File: src/rtl/cdc_fifo_read_pointer.sv
// rtl/cdc_fifo_read_pointer.sv - read-domain pointer and status engine for the gray-pointer dual-clock FIFO
// Keeps an extra wrap bit on both pointers so all 2^ADDRESS_WIDTH entries are usable.
module cdc_fifo_read_pointer #(
  parameter int ADDRESS_WIDTH = 4,
  parameter int SYNC_STAGES   = 2
) (
  input  logic                     clock,
  input  logic                     reset_n,
  input  logic                     read_enable,
  input  logic [ADDRESS_WIDTH:0]   write_pointer_gray,
  input  logic [ADDRESS_WIDTH:0]   almost_empty_threshold,
  output logic [ADDRESS_WIDTH-1:0] read_address,
  output logic [ADDRESS_WIDTH:0]   read_pointer_gray,
  output logic                     read_accept,
  output logic                     empty,
  output logic                     almost_empty,
  output logic [ADDRESS_WIDTH:0]   fill_level,
  output logic                     underflow
);

  localparam int PW = ADDRESS_WIDTH + 1;

  function automatic logic [PW-1:0] gray_to_bin(input logic [PW-1:0] g);
    logic [PW-1:0] b;
    b[PW-1] = g[PW-1];
    for (int i = PW - 2; i >= 0; i--) begin
      b[i] = b[i+1] ^ g[i];
    end
    return b;
  endfunction

  logic [SYNC_STAGES-1:0][PW-1:0] sync_q, sync_d;
  logic [PW-1:0]                  rbin_q, rbin_d;
  logic [PW-1:0]                  rgray_q, rgray_d;
  logic                           underflow_q, underflow_d;
  logic [PW-1:0]                  wgray_sync;
  logic [PW-1:0]                  wbin;

  // Plain flop chain: no logic between stages so each bit resolves independently.
  always_comb begin
    sync_d    = sync_q;
    sync_d[0] = write_pointer_gray;
    for (int i = 1; i < SYNC_STAGES; i++) begin
      sync_d[i] = sync_q[i-1];
    end
  end

  assign wgray_sync = sync_q[SYNC_STAGES-1];
  assign wbin       = gray_to_bin(wgray_sync);

  // Status uses only registered values; empty compares gray codes directly.
  assign empty        = (rgray_q == wgray_sync);
  assign fill_level   = wbin - rbin_q;
  assign almost_empty = (fill_level <= almost_empty_threshold);
  assign read_accept  = read_enable & ~empty;

  always_comb begin
    rbin_d      = rbin_q + {{ADDRESS_WIDTH{1'b0}}, read_accept};
    rgray_d     = rbin_d ^ (rbin_d >> 1);
    underflow_d = underflow_q | (read_enable & empty);
  end

  always_ff @(posedge clock or negedge reset_n) begin
    if (!reset_n) begin
      sync_q      <= '0;
      rbin_q      <= '0;
      rgray_q     <= '0;
      underflow_q <= 1'b0;
    end else begin
      sync_q      <= sync_d;
      rbin_q      <= rbin_d;
      rgray_q     <= rgray_d;
      underflow_q <= underflow_d;
    end
  end

  assign read_address      = rbin_q[ADDRESS_WIDTH-1:0];
  assign read_pointer_gray = rgray_q;
  assign underflow         = underflow_q;

endmodule
File: config.mk
export PLATFORM = sky130hd
export DESIGN_NAME = cdc_fifo_read_pointer
export DESIGN_NICKNAME = d
export VERILOG_FILES = /design/src/rtl/cdc_fifo_read_pointer.sv
export SDC_FILE = /design/constraint.sdc
export NUM_CORES = 1
export LEC_CHECK = 0
export CORE_MARGIN = 2
export CORE_UTILIZATION = 45
export DETAILED_ROUTE_END_ITERATION = 6
export GPL_TIMING_DRIVEN = 0
export PLACE_DENSITY = 0.78
export SLEW_MARGIN = 20
export SYNTH_ARGS = -nofsm -noshare
export SYNTH_HDL_FRONTEND = slang
export SYNTH_SLANG_ARGS = --single-unit
export TNS_END_PERCENT = 100
File: constraint.sdc
create_clock -name clock -period 3.8 [get_ports clock]
set_clock_uncertainty 0.2 [all_clocks]
set_input_delay 0.57 -clock clock [delete_from_list [all_inputs] [get_ports clock]]
set_output_delay 0.57 -clock clock [all_outputs]
set_load 0.01 [all_outputs]
==> results.sh <==
export IMPL_rows=17
export IMPL_num_io_pins=31
export IMPL_grt_pass1_vias=741
export IMPL_worstPathArrival_ns=3.08
export IMPL_status="complete, but fails checks"
export IMPL_grt_usage_pct=16.4
export IMPL_cpMostUsedCell="xor2_2"
export IMPL_fmax_ghz=0.260
export IMPL_via_per_inst=4.63
export IMPL_slowest_stage="dfrtp_1"
export IMPL_slew_violations=0
export IMPL_p_leak_uw=0.000696
export IMPL_place_area_mm2=0.00134
export IMPL_root_buffer="clkbuf_4"
export IMPL_fin_area_mm2=0.00148
export IMPL_die_w_um=51.2
export IMPL_fin_nets=149
export IMPL_r2r_cells=8
export IMPL_reg2reg_from="wgray_sync[4]"
export IMPL_yosys_warnings=0
export IMPL_cts_sinks=20
export IMPL_worstMarginPinSlew_ns=0.812
export IMPL_antennaDiodeCount=0
export IMPL_vias=699
export IMPL_routed_wl_mm=1.77
export IMPL_ant_nets=0
export IMPL_die_y_um=51.2
export IMPL_wl_per_cell_um=11.7
export IMPL_cts_buffer_depth=2
export IMPL_worstSetupPathType="flip-flop to output port"
export IMPL_critical_path_depth=14
export IMPL_cp_cell_sequence="xor2_2 > xnor2_2 > xor2_2 > xor2_1 > ha_2 > inv_1 > a21o_1 > a21oi_2 > xnor2_1 > ha_1 > a211oi_2 > o21ai_1 > o221ai_2 > buf_2"
export IMPL_synthFlopType="dfrtp_1"
export IMPL_fin_util_pct=68.7
export IMPL_crit_fanout=3
export IMPL_dr_first_iter_drc_count=9
export IMPL_synth_nets=108
export IMPL_synth_edf_count=0
export IMPL_fin_ws_ns=-0.0506
export IMPL_synth_area_per_cell_um2=12.1
export IMPL_rsz0062_at_grt="true"
export IMPL_setup_tns_ns=-0.0506
export IMPL_cp_end_kind="output port"
export IMPL_detail_route_first_pass_iterations=4
export IMPL_ys_types=18
export IMPL_start_util_pct=46.7
export IMPL_drc=0
export IMPL_routabilityCongestion=0.714
export IMPL_numCtsBuffers=3
export IMPL_syn_to_final_growth_pct=47.2
export IMPL_min_period_ns=3.85
export IMPL_die_area_mm2=0.00262
export IMPL_clk_latency_ns=0.30
export IMPL_yosysSeqAreaShare_pct=49.9
export IMPL_cp_slowest_stage_delay_ns=0.43
export IMPL_power_density_mw_per_mm2=954
export IMPL_setup_viol=1
export IMPL_hold_viol_final=0
export IMPL_max_slew_margin_rel_pct=45.7
export IMPL_grt_overflow_total=0
export IMPL_startpoint_type="flip-flop"
export IMPL_violations="setup timing"
export IMPL_syn_inst=83
export IMPL_ys_ff_latch=20
export IMPL_async_flop_share_pct=100
export IMPL_syn_area_mm2=0.00100
export IMPL_critPathRequiredTime_ns=3.03
export IMPL_grt_pass1_wl_mm=3.09
export IMPL_path_buf_inv=2
export IMPL_antenna_found_initial=0
export IMPL_endpoint="almost_empty"
export IMPL_worstHoldPathType="flip-flop to flip-flop"
export IMPL_vdd_drop_max_mv=0.604
export IMPL_core_mm2=0.00215
export IMPL_crit_family="XOR/XNOR gates"
export IMPL_drive_gt1_share_pct=17.9
export IMPL_clk_pin_slew_ns=0.11
export IMPL_cap_violations=0
export IMPL_period_share_pct=101
export IMPL_grt_max_degree=21
export IMPL_r2r_setup_slack_ns=1.41
export IMPL_cts_hold_buf=0
export IMPL_tritoncts="built"
export IMPL_htreeDepth=1
export IMPL_port_buffer_count=30
export IMPL_startpoint="wgray_sync[4]"
export IMPL_rr_endpoint="read_pointer_gray[1]"
export IMPL_dp_hpwl_mm=1.37
placed cells by master (no fill, tap or decap), types with 2 or more instances in the layout:
| cell | instances |
|---|---|
| xor2_2 | 3 |
| clkbuf_4 | 3 |
| nand4_1 | 2 |
| a21oi_2 | 2 |
| dfrtp_1 | 20 |
| ha_1 | 9 |
| xor2_1 | 5 |
| clkdlybuf4s50_1 | 27 |
| nand3_1 | 2 |
| a21o_1 | 3 |
| inv_1 | 16 |
| buf_4 | 6 |
| xnor2_1 | 10 |
repair_timing:
action / in CTS / in global routing
endpoints found under the setup margin: 2 / 3
pin swaps: 12 / 3
buffers inserted: 6 / 0
resized for setup: 13 / 3
worst min path at each step:
stage / endpoint / from / cells after the start / slack, ns
finish: wgray_sync[0] / sync_d[5] / 0 / 0.16
global route: wgray_sync[1] / sync_d[6] / 0 / 0.16
CTS: wgray_sync[0] / sync_d[5] / 0 / 0.16
detailed placement: wgray_sync[0] / sync_d[5] / 0 / 0.13
global placement: wgray_sync[4] / sync_d[9] / 0 / 0.13
floorplan: rbin_q[0] / reset_n / 0 / 0.07
registers in the layout, indices dropped and copies added (netlist names):
name,flops
wgray_sync,5
rbin_q,5
sync_d,5
read_pointer_gray,4
underflow,1
synth_stat cells, types with 2 or more instances:
master,n,area share [%]
dfrtp_1,20,50
xor2_2,2,3.2
nand4_1,2,1.2
inv_1,16,6.0
a21oi_1,3,1.5
nand3_1,2,1.0
xnor2_1,10,8.7
a21o_1,3,2.2
xor2_1,6,5.2
ha_1,11,14
power breakdown:
| part | switching [µW] | internal, µW |
|---|---|---|
| Sequential | 58.3 | 278 |
| Combinational | 411 | 492 |
| Clock | 61.9 | 107 |
| Total | 531 | 877 |
layout make-up:
type | count | area [µm²]
Inverter | 16 | 60.1
Tap cell | 28 | 35.0
Clock buffer | 3 | 22.5
Timing Repair Buffer | 36 | 342
Multi-Input combinational cell | 47 | 485
Sequential cell | 20 | 500
Clock inverter | 1 | 30.0
Fill cell | 168 | 673
cell families (layout without fill, tap and decap cells):
group / count (synthesis) / after routing / synth area share [%]
buf+inv: 16 / 56 / 5.99
fa+ha+maj: 12 / 12 / 15.7
compound gates: 9 / 9 / 5.87
flops: 20 / 20 / 49.9
xor+xnor: 19 / 19 / 18.9
simple gates: 7 / 7 / 3.62
routing by layer:
| layer | global-route usage, % | vias up | wire, µm |
|---|---|---|---|
| li1 | - | 343 | - |
| met4 | 11.7 | 0 | 50 |
| met5 | 0 | - | 0 |
| met3 | 1.46 | 6 | 90 |
| met1 | 19.5 | 325 | 744 |
| met2 | 27.7 | 25 | 881 |
per-stage QoR:
step	worst slack (ns)	power (µW)	cells	hold slack, ns
2_1_floorplan	0.250	784	83	0.0744
3_3_place_gp	-0.244	1130	141	0.134
3_5_place_dp	-0.321	1160	141	0.135
4_1_cts	-0.0961	1390	151	0.158
5_1_grt	-0.259	1520	151	0.161
6_report	-0.0506	1410	151	0.157
(Power assumes the default switching activity.)
